===== config.mk =====
export PLATFORM = sky130hd
export DESIGN_NAME = vending_controller
export DESIGN_NICKNAME = d
export VERILOG_FILES = /design/src/rtl/vend_pkg.sv /design/src/rtl/coin_edge_detect.sv /design/src/rtl/vending_controller.sv
export SDC_FILE = /design/constraint.sdc
export NUM_CORES = 1
export LEC_CHECK = 0
export CAP_MARGIN = 20
export CELL_PAD_IN_SITES_DETAIL_PLACEMENT = 0
export CELL_PAD_IN_SITES_GLOBAL_PLACEMENT = 1
export CORE_MARGIN = 1
export CORE_UTILIZATION = 33
export DETAILED_ROUTE_END_ITERATION = 16
export GPL_ROUTABILITY_DRIVEN = 0
export GPL_TIMING_DRIVEN = 0
export PLACE_DENSITY = 0.86
export SYNTH_ARGS = -nofsm -noshare
export SYNTH_HDL_FRONTEND = slang
export SYNTH_SLANG_ARGS = --single-unit

===== constraint.sdc =====
create_clock -name clk -period 2.2 [get_ports clk]
set_input_delay 0.44 -clock clk [delete_from_list [all_inputs] [get_ports clk]]
set_output_delay 0.44 -clock clk [all_outputs]
set_load 0.01 [all_outputs]

===== src/rtl/vend_pkg.sv =====
// rtl/vend_pkg.sv - shared state encoding, credit width, price table and timeout default
package vend_pkg;

    localparam int PRICE_W        = 4;
    localparam int TIMEOUT_CYCLES = 500_000_000;

    typedef enum logic [2:0] {
        ST_IDLE,
        ST_COLLECT,
        ST_CHECK,
        ST_DISPENSE,
        ST_CHANGE
    } state_t;

    // Product price in units of 100
    function automatic int unsigned item_price(input logic [1:0] item);
        case (item)
            2'd0:    return 1;
            2'd1:    return 3;
            2'd2:    return 5;
            default: return 7;
        endcase
    endfunction

endpackage


===== src/rtl/coin_edge_detect.sv =====
// rtl/coin_edge_detect.sv - two-flop synchronizer with one-cycle rising-edge pulse
module coin_edge_detect (
    input  logic i_clk,
    input  logic i_reset,
    input  logic i_coin,
    output logic o_rise
);

    logic r_meta;
    logic r_sync;
    logic r_prev;

    // Bring the asynchronous button level into the clock domain and keep last value
    always_ff @(posedge i_clk) begin
        if (i_reset) begin
            r_meta <= 1'b0;
            r_sync <= 1'b0;
            r_prev <= 1'b0;
        end else begin
            r_meta <= i_coin;
            r_sync <= r_meta;
            r_prev <= r_sync;
        end
    end

    assign o_rise = r_sync & ~r_prev;

endmodule


===== src/rtl/vending_controller.sv =====
// rtl/vending_controller.sv - vending FSM top; optional idle refund enabled by VEND_TIMEOUT_EN
module vending_controller #(
    parameter int PRICE_W        = vend_pkg::PRICE_W,
    parameter int TIMEOUT_CYCLES = vend_pkg::TIMEOUT_CYCLES
) (
    input  logic               clk,
    input  logic               reset,
    input  logic               coin_100,
    input  logic               coin_500,
    input  logic               sel_valid,
    input  logic [1:0]         sel_item,
    input  logic               cancel,
    output logic [PRICE_W-1:0] credit,
    output logic               dispense,
    output logic [1:0]         dispense_item,
    output logic               change_valid,
    output logic [PRICE_W-1:0] change_units,
    output logic               coin_reject,
    output logic               busy
);
    import vend_pkg::*;

    localparam int               CW         = PRICE_W + 1;
    localparam logic [PRICE_W:0] MAX_CREDIT = {1'b0, {PRICE_W{1'b1}}};
    localparam logic [PRICE_W-1:0] UNITS_100 = PRICE_W'(1);
    localparam logic [PRICE_W-1:0] UNITS_500 = PRICE_W'(5);

    state_t             r_state;
    state_t             w_state_nxt;
    logic [PRICE_W-1:0] r_credit;
    logic [PRICE_W-1:0] w_credit_nxt;
    logic [1:0]         r_item;

    logic               w_rise_100;
    logic               w_rise_500;
    logic               w_coin_open;
    logic               w_take_100;
    logic               w_take_500;
    logic [PRICE_W-1:0] w_add;
    logic [PRICE_W:0]   w_price;
    logic               w_timeout;

    coin_edge_detect u_edge_100 (
        .i_clk   (clk),
        .i_reset (reset),
        .i_coin  (coin_100),
        .o_rise  (w_rise_100)
    );

    coin_edge_detect u_edge_500 (
        .i_clk   (clk),
        .i_reset (reset),
        .i_coin  (coin_500),
        .o_rise  (w_rise_500)
    );

    // Coins are only taken while collecting; a 500 edge always shadows a same-cycle 100 edge
    assign w_coin_open = (r_state == ST_IDLE) || (r_state == ST_COLLECT);
    assign w_take_500  = w_coin_open && w_rise_500 &&
                         (({1'b0, r_credit} + {1'b0, UNITS_500}) <= MAX_CREDIT);
    assign w_take_100  = w_coin_open && w_rise_100 && !w_rise_500 &&
                         (({1'b0, r_credit} + {1'b0, UNITS_100}) <= MAX_CREDIT);
    assign w_add       = w_take_500 ? UNITS_500 : (w_take_100 ? UNITS_100 : '0);
    assign w_price     = CW'(item_price(r_item));

`ifdef VEND_TIMEOUT_EN
    localparam int TO_W = (TIMEOUT_CYCLES > 1) ? $clog2(TIMEOUT_CYCLES) : 1;

    logic [TO_W-1:0] r_idle_cnt;
    logic            w_activity;

    assign w_activity = w_rise_100 | w_rise_500 | sel_valid;
    assign w_timeout  = (r_state == ST_COLLECT) && !w_activity &&
                        (r_idle_cnt == TO_W'(TIMEOUT_CYCLES - 1));

    // Count consecutive quiet COLLECT cycles; any coin edge or selection restarts it
    always_ff @(posedge clk) begin
        if (reset || (r_state != ST_COLLECT) || w_activity || w_timeout) begin
            r_idle_cnt <= '0;
        end else begin
            r_idle_cnt <= r_idle_cnt + TO_W'(1);
        end
    end
`else
    logic w_unused_timeout_cfg;

    assign w_timeout            = 1'b0;
    assign w_unused_timeout_cfg = ^TIMEOUT_CYCLES;
`endif

    // Next-state and credit update for the vend sequence
    always_comb begin
        w_state_nxt  = r_state;
        w_credit_nxt = r_credit;
        case (r_state)
            ST_IDLE: begin
                w_credit_nxt = r_credit + w_add;
                if (w_take_500 || w_take_100) begin
                    w_state_nxt = ST_COLLECT;
                end
            end
            ST_COLLECT: begin
                w_credit_nxt = r_credit + w_add;
                if (cancel) begin
                    w_state_nxt = ST_CHANGE;
                end else if (sel_valid) begin
                    w_state_nxt = ST_CHECK;
                end else if (w_timeout) begin
                    w_state_nxt = ST_CHANGE;
                end
            end
            ST_CHECK: begin
                if ({1'b0, r_credit} >= w_price) begin
                    w_state_nxt = ST_DISPENSE;
                end else begin
                    w_state_nxt = ST_COLLECT;
                end
            end
            ST_DISPENSE: begin
                w_credit_nxt = r_credit - w_price[PRICE_W-1:0];
                w_state_nxt  = (w_credit_nxt != '0) ? ST_CHANGE : ST_IDLE;
            end
            ST_CHANGE: begin
                w_credit_nxt = '0;
                w_state_nxt  = ST_IDLE;
            end
            default: begin
                w_credit_nxt = '0;
                w_state_nxt  = ST_IDLE;
            end
        endcase
    end

    // State, credit and latched selection registers
    always_ff @(posedge clk) begin
        if (reset) begin
            r_state  <= ST_IDLE;
            r_credit <= '0;
            r_item   <= '0;
        end else begin
            r_state  <= w_state_nxt;
            r_credit <= w_credit_nxt;
            if ((r_state == ST_COLLECT) && sel_valid && !cancel) begin
                r_item <= sel_item;
            end
        end
    end

    assign credit        = r_credit;
    assign dispense      = (r_state == ST_DISPENSE);
    assign dispense_item = dispense ? r_item : 2'b00;
    assign change_valid  = (r_state == ST_CHANGE);
    assign change_units  = change_valid ? r_credit : '0;
    assign coin_reject   = (w_rise_500 && !w_take_500) || (w_rise_100 && !w_take_100);
    assign busy          = (r_state == ST_CHECK) || (r_state == ST_DISPENSE) ||
                           (r_state == ST_CHANGE);

endmodule


# After elaboration in Yosys (flattened, before gate mapping)
# Cells that the tools add are included.
totals:
  mem_count: 0
  wordCells: 63
  output_inout_bits: 14
  latch_bits: 0
  rom_bits: 0
  register_bits: 15
  in_bits: 8
  ram_bits: 0
classes:
  magnitude_cmp: 3
  n_bitwise: 4
  div_mod_pow: 0
  muxes: 12
  n_addsub: 4
  reduce_logical: 23
  shifts: 0
  mul: 0
  n_eq_ne: 8
op_table:
  columns: ["operator", "count"]
  rows:
  - ["$mux 3", 5]
  - ["$pmux 3 s4", 1]
  - ["$pmux 4 s3", 1]
  - ["$le 5x4->1 const B", 2]
  - ["$logic_and 1x1->1", 9]
  - ["$pmux 3 s3", 1]
  - ["$eq 3x2->1 const B", 2]
  - ["$add 4x1->5 const B", 1]
  - ["$add 4x3->5 const B", 1]
  - ["$ge 4x5->1", 1]
  - ["$logic_or 1x1->1", 5]
  - ["$add 4x3->4", 1]
  - ["$logic_not 1->1", 4]
  - ["$mux 2", 2]
  - ["$mux 4", 1]
  - ["$reduce_bool 4->1", 1]
  - ["$sub 4x4->4", 1]
  - ["$eq 3x1->1 const B", 1]
  - ["$eq 3x3->1 const B", 1]
  - ["$logic_not 3->1", 1]
  - ["$ne 3x3->1 const B", 1]
  - ["$and 1x1->1", 2]
  - ["$eq 2x1->1 const B", 1]
  - ["$eq 2x2->1 const B", 1]
  - ["other kinds (6)", 7]

# Depth between registers and ports, before layout
depth:
  ltp_word: 9
  depth_mapped: 11
  depth_no_buf: 11

# Cells and area by module
# A second synthesis with hierarchy kept.
hier_totals:
  hier_cells: 112
  hier_area_um2: 948.4
modules_own_cells:
  columns: ["module", "seq_area_each_um2", "area_per_inst_um2", "cells_each", "instances"]
  rows:
  - ["vending_controller", 180.2, 773.2, 98, 1]
  - ["coin_edge_detect", 60.1, 87.6, 7, 2]

# Least setup slack after synthesis
# No wires, ideal clock.
synth_timing:
  path_kind: "register -> register"
  start: "register r_credit[0] (netlist: credit[0])"
  end: "register r_credit[2] (netlist: credit[2])"
  setup_time_ps: 86
  arrival_ps: 2426
  path_stages_with_launch: 12
  required_time_ps: 2114
  path_buffers: 0
  slack_ps: -312
  period_less_slack_ps: 2512
  cell_sequence: "dfxtp_1 inv_1 ha_1 nor3_1 o21ai_0 a21boi_1 a2111oi_1 ha_1 ha_1 xor2_1 nor2_1 a211oi_1"
synth_between:
  elab_chain_cells: 7
  word_cells_on_any_way: 11
  classes_between: "add/sub: 4; order compare: 2; mux: 3; reduce/logical: 2"
synth_lines:
  columns: ["element", "line", "text"]
  rows:
  - ["from (decl)", "vending_controller.sv:30", "logic [PRICE_W-1:0] r_credit;"]
  - ["from (signal assigned)", "vending_controller.sv:142", "r_credit <= w_credit_nxt;"]
  - ["$add 4x1->5", "vending_controller.sv:62", "(({1'b0, r_credit} + {1'b0, UNITS_100}) <= MAX_CREDIT);"]
  - ["$le 5x4->1", "vending_controller.sv:62", null]
  - ["$logic_and 1x1->1", "vending_controller.sv:61", "assign w_take_100 = w_coin_open && w_rise_100 && !w_rise_500 &&"]
  - ["$mux 1", "vending_controller.sv:63", "assign w_add = w_take_500 ? UNITS_500 : (w_take_100 ? UNITS_100 : '0);"]
  - ["$mux 3", "vending_controller.sv:63", null]
  - ["$add 4x3->4", "vending_controller.sv:97, vending_controller.sv:103", null]
  - ["$pmux 4 s3 *", "vending_controller.sv:95", "case (r_state)"]
# Every way passes the cells marked *; elsewhere a longest branch is shown, timed or not.
# A chain may end at the register's enable or synchronous reset.

# Worst setup path in the final report
layout_timing:
  start: "register r_credit[0] (netlist: credit[0])"
  end: "output port coin_reject"
layout_between:
  elab_chain_cells: 6
  word_cells_on_any_way: 11
  classes_between: "add/sub: 2; order compare: 2; reduce/logical: 7"
layout_lines:
  columns: ["element", "line", "text"]
  rows:
  - ["$add 4x3->5 / $add 4x1->5 (equally long branches)", "vending_controller.sv:60, vending_controller.sv:62", null]
  - ["$le 5x4->1 (on tied branches)", "vending_controller.sv:60, vending_controller.sv:62", null]
  - ["$logic_and 1x1->1 (on tied branches)", "vending_controller.sv:59, vending_controller.sv:61", null]
  - ["$logic_not 1->1", "vending_controller.sv:154", "assign coin_reject = (w_rise_500 && !w_take_500) || (w_rise_100 && !w_take_100);"]
  - ["$logic_and 1x1->1", "vending_controller.sv:154", null]
  - ["$logic_or 1x1->1 *", "vending_controller.sv:154", null]
  - ["to (decl)", "vending_controller.sv:18", "output logic coin_reject,"]
# Marks and branches as above.

==> metrics.txt <==
# TYPE chip_impl_metric gauge
chip_impl_info{name="run_status",value="complete, but fails checks"} 1
chip_impl_info{name="tritoncts",value="built"} 1
chip_impl_info{name="synthFlopType",value="dfxtp_1"} 1
chip_impl_metric{name="synth_cells",unit=""} 119
chip_impl_metric{name="sequential_power_share",unit=""} 0.454
chip_impl_metric{name="global_route.usage.met3",unit=""} 0.0227
chip_impl_metric{name="internal_power",unit="W"} 0.000458
chip_impl_metric{name="detailedRoute.firstPassIterationCount",unit=""} 4
chip_impl_info{name="hold_path_origin",value="u_edge_100.r_meta$_SDFF_PP0_"} 1
chip_impl_metric{name="synth_compound_area_frac",unit=""} 0.216
chip_impl_metric{name="max_freq",unit="MHz"} 442
chip_impl_info{name="worstPathCellList",value="inv_2, ha_4, nor4b_4, nor4_2, a21o_1, o22ai_1, buf_2"} 1
chip_impl_metric{name="floorplan.die.height",unit="µm"} 57.1
chip_impl_metric{name="max_slew_violation_count",unit=""} 0
chip_impl_metric{name="p_sw",unit="W"} 0.000206
chip_impl_metric{name="grt_usage",unit=""} 0.160
chip_impl_metric{name="yosysSeqAreaShare",unit=""} 0.300
chip_impl_metric{name="grt_pass1_vias",unit=""} 952
chip_impl_metric{name="drt-vias-per-instance",unit=""} 5.40
chip_impl_metric{name="cts_buffers",unit=""} 3
chip_impl_metric{name="setup_slack",unit="ps"} -63.0
chip_impl_info{name="r2r_start",value="credit[0]$_SDFFE_PP0P_"} 1
chip_impl_info{name="path_class",value="flip-flop to primary output"} 1
chip_impl_metric{name="longest_individual_stage_delay_on_the_worst_path",unit="ps"} 380
chip_impl_info{name="worst_r2r_endpoint",value="credit[3]$_SDFFE_PP0P_"} 1
chip_impl_metric{name="die-width",unit="µm"} 57.1
chip_impl_metric{name="switching_share",unit=""} 0.310
chip_impl_metric{name="areaGrowthSynthToFinish",unit="%"} 53.0
chip_impl_metric{name="synthSimpleGateAreaFrac",unit=""} 0.280
chip_impl_metric{name="grt_max_degree",unit=""} 11
chip_impl_info{name="netlist.top_cell.by_area",value="dfxtp_1"} 1
chip_impl_metric{name="synth-warning-count",unit=""} 0
chip_impl_metric{name="post_synthesis_mux_area_share",unit=""} 0.0100
chip_impl_metric{name="via_count",unit=""} 1010
chip_impl_metric{name="asyncSetResetFlopFracSynth",unit=""} 0
chip_impl_metric{name="setup_viol",unit=""} 2
chip_impl_metric{name="clock_tree.htree_level_count",unit=""} 1
chip_impl_metric{name="gr-total-overflow",unit=""} 0
chip_impl_metric{name="floorplan.io_pins",unit=""} 22
chip_impl_metric{name="timing_hold_violations_final",unit=""} 0
chip_impl_metric{name="placed_cells",unit=""} 171
chip_impl_info{name="timing.hold.worst_endpoint",value="u_edge_100.r_sync$_SDFF_PP0_"} 1
chip_impl_metric{name="cellLeakagePower",unit="nW"} 0.600
chip_impl_info{name="critPathSlowestCell",value="dfxtp_4"} 1
chip_impl_metric{name="clkPwrFrac",unit=""} 0.229
chip_impl_metric{name="vdd_drop_max",unit="µV"} 304
chip_impl_metric{name="post_synth_instance_area",unit="µm²"} 1000
chip_impl_metric{name="synth_enable_flop_cells",unit=""} 0
chip_impl_info{name="min_path_type",value="flip-flop to flip-flop"} 1
chip_impl_info{name="synth.area.top_cells",value="dfxtp_1, ha_1, o21ai_0, and2_1, nor2b_1"} 1
chip_impl_metric{name="ys_seq_elements",unit=""} 15
chip_impl_metric{name="power-per-cell-area",unit="nW/µm²"} 434
chip_impl_metric{name="post_route_cells_drive_above_1_share",unit=""} 0.340
chip_impl_metric{name="postRouteWirelength",unit="mm"} 2.61
chip_impl_metric{name="insertedDiodeCount",unit=""} 0
chip_impl_metric{name="adder_cell_share_of_the_synthesized_area",unit=""} 0.130
chip_impl_metric{name="cts_num_sinks",unit=""} 15
chip_impl_metric{name="rows",unit=""} 19
chip_impl_info{name="globalRoute.busiestLayer",value="met2"} 1
chip_impl_metric{name="floorplan.core_area",unit="µm²"} 2810
chip_impl_metric{name="crit_arrival",unit="ps"} 1820
chip_impl_metric{name="start_util",unit=""} 0.357
chip_impl_info{name="clock_tree.root_cell",value="clkbuf_4"} 1
chip_impl_metric{name="worst_case_clock_skew",unit="ps"} 1.22
chip_impl_info{name="setup_repair_after_global_routing_missed_its_margin",value="yes"} 1
chip_impl_metric{name="route.antenna.remaining_nets",unit=""} 0
chip_impl_info{name="worstSetupEndpointType",value="primary output"} 1
chip_impl_metric{name="synth.distinct_cells",unit=""} 44
chip_impl_metric{name="timing.max_slew.rel_slack",unit=""} 0.750
chip_impl_info{name="mostFrequentLayoutCells",value="clkdlybuf4s50_1, buf_4, dfxtp_1, nor2_1, o21ai_0"} 1
chip_impl_metric{name="io_buffer_count",unit=""} 21
chip_impl_metric{name="drv.max_cap_violation_count",unit=""} 0
chip_impl_metric{name="hold_path_depth",unit=""} 1
chip_impl_info{name="main_combinational_cell_family_by_area_after_synthesis",value="simple AND/OR/NAND/NOR gates"} 1
chip_impl_metric{name="drc",unit=""} 0
chip_impl_metric{name="mappedNetlistNets",unit=""} 136
chip_impl_metric{name="global_routing_usage_on_met1",unit=""} 0.197
chip_impl_metric{name="antenna_found_initial",unit=""} 0
chip_impl_metric{name="dpl.hpwl",unit="mm"} 1.70
chip_impl_metric{name="design.final.nets",unit=""} 174
chip_impl_metric{name="required_time_at_the_endpoint_of_the_critical_path",unit="ps"} 1760
chip_impl_metric{name="worst-slew-pin-transition",unit="ps"} 373
chip_impl_metric{name="die-area",unit="µm²"} 3260
chip_impl_metric{name="finalWorstPathRequiredPeriod",unit="ps"} 2260
chip_impl_metric{name="cts-root-to-sink-buffers",unit=""} 2
chip_impl_metric{name="starting_drt_drc_count",unit=""} 20
chip_impl_metric{name="cts.clk_slew.worst_paths",unit="ps"} 90
chip_impl_metric{name="gr-usage-met2",unit=""} 0.291
chip_impl_metric{name="ff2ff_path_depth",unit=""} 11
chip_impl_metric{name="routed_wire_length_per_instance",unit="µm"} 13.9
chip_impl_metric{name="placedInstanceArea",unit="µm²"} 1290
chip_impl_metric{name="ff2ff_setup_slack",unit="ps"} -20
chip_impl_metric{name="worst_hold_slack_after_final_layout",unit="ps"} 442
chip_impl_metric{name="combPwrFrac",unit=""} 0.317
chip_impl_metric{name="synth.top_cell.area_share",unit=""} 0.300
chip_impl_info{name="start_kind",value="flip-flop"} 1
chip_impl_metric{name="layout.cell_area.non_filler",unit="µm²"} 1530
chip_impl_info{name="layout_commonest_cell",value="clkdlybuf4s50_1"} 1
chip_impl_metric{name="timing.setup.tns",unit="ps"} -85.3
chip_impl_metric{name="grt_pass1_wl",unit="mm"} 4.17
chip_impl_metric{name="worst_skew_pair.late_latency",unit="ps"} 280
chip_impl_metric{name="layoutNonFillerInstCount",unit=""} 187
chip_impl_metric{name="final.period_utilization",unit=""} 1.03
chip_impl_metric{name="syn_avg_cell_area",unit="µm²"} 8.41
chip_impl_metric{name="path_max_fanout",unit=""} 4
chip_impl_info{name="failed_checks",value="negative setup slack"} 1
chip_impl_metric{name="area_share_of_xor_xnor_cells_in_the_synthesized_design",unit=""} 0.0175
## routing by layer
metal,vias to the layer above,wire length [µm]
met5,-,0
met4,0,16
met3,2,71
met2,18,1370
met1,486,1150
li1,504,-
## Yosys cell counts (2+ instances only)
library cell  number
a21o_1             3
nor4_1             2
nor2b_1            6
o31ai_1            2
nand2_1            6
a211oi_1           3
o21ai_0            8
nor3_1             6
o211ai_1           2
nor2_1             9
dfxtp_1           15
clkbuf_1           4
and2_1             6
ha_1               8
or2b_2             2
a21oi_1            4
inv_1              4
or3b_2             2
a31oi_1            2
## metrics by stage
stage | total power, W | util | setup WS, ps
2_1_floorplan | 0.000419 | - | 21.1
3_3_place_gp | 0.000475 | 0.459 | -286
3_5_place_dp | 0.000480 | 0.459 | -305
4_1_cts | 0.000657 | 0.523 | -28.5
5_1_grt | 0.000708 | 0.546 | -183
6_report | 0.000665 | 0.546 | -63.0
## power groups by stage
stage | registers, W | clock network (W) | logic (W)
global route | 0.000303 | 0.000175 | 0.000230
global placement | 0.000314 | 0 | 0.000161
detailed placement | 0.000315 | 0 | 0.000165
floorplan | 0.000311 | 0 | 0.000108
CTS | 0.000303 | 0.000158 | 0.000196
finish | 0.000301 | 0.000153 | 0.000211
## what timing repair did
item                       4_1_cts  5_1_grt
hold buffers                     0        0
resized for setup               32        9
setup endpoints to repair       13        9
pin swaps                        7        4
setup buffers                   11        2
hold endpoints to repair         0        0
## flip-flops by register name (all words and copies together) (netlist names)
| name | flops |
|---|---|
| u_edge_100.r_sync | 1 |
| credit | 4 |
| r_state | 3 |
| u_edge_100.r_meta | 1 |
| u_edge_100.r_prev | 1 |
| u_edge_500.r_meta | 1 |
| u_edge_500.r_prev | 1 |
| u_edge_500.r_sync | 1 |
| r_item | 2 |
## logic make-up after synthesis
| kind of cell | after synthesis |
|---|---|
| XOR/XNOR | 2 |
| flip-flops | 15 |
| AND/OR/NAND/NOR | 49 |
| buffers and inverters | 10 |
| adder cells (fa/ha/maj) | 10 |
| AO/OA/AOI/OAI | 32 |
| multiplexers | 1 |
## final cells by class
| type | count | area [µm²] |
|---|---|---|
| Fill cell | 259 | 1270 |
| Multi-Input combinational cell | 94 | 800 |
| Sequential cell | 15 | 317 |
| Timing Repair Buffer | 34 | 299 |
| Tap cell | 31 | 38.8 |
| Buffer | 5 | 35.0 |
| Clock buffer | 3 | 22.5 |
| Inverter | 4 | 15.0 |
| Clock inverter | 1 | 5.00 |
## worst max path at each step
stage | startpoint | endpoint | slack [ps] | depth (start not counted)
2_1_floorplan | credit[0]$_SDFFE_PP0P_ | credit[2]$_SDFFE_PP0P_ | 20 | 11
3_3_place_gp | credit[0]$_SDFFE_PP0P_ | coin_reject | -290 | 7
3_5_place_dp | credit[0]$_SDFFE_PP0P_ | coin_reject | -300 | 7
4_1_cts | credit[1]$_SDFFE_PP0P_ | coin_reject | -30 | 6
5_1_grt | credit[0]$_SDFFE_PP0P_ | coin_reject | -180 | 7
6_report | credit[0]$_SDFFE_PP0P_ | coin_reject | -60 | 7
## critical path: cells and delay by family (launching register included)
| family | cells | cell delay, ps |
|---|---|---|
| compound gates | 2 | 330 |
| fa+ha+maj | 1 | 260 |
| simple gates | 2 | 370 |
| flops | 1 | 380 |
| buf+inv | 2 | 210 |
Note: power is estimated with default switching activity, not from simulation.
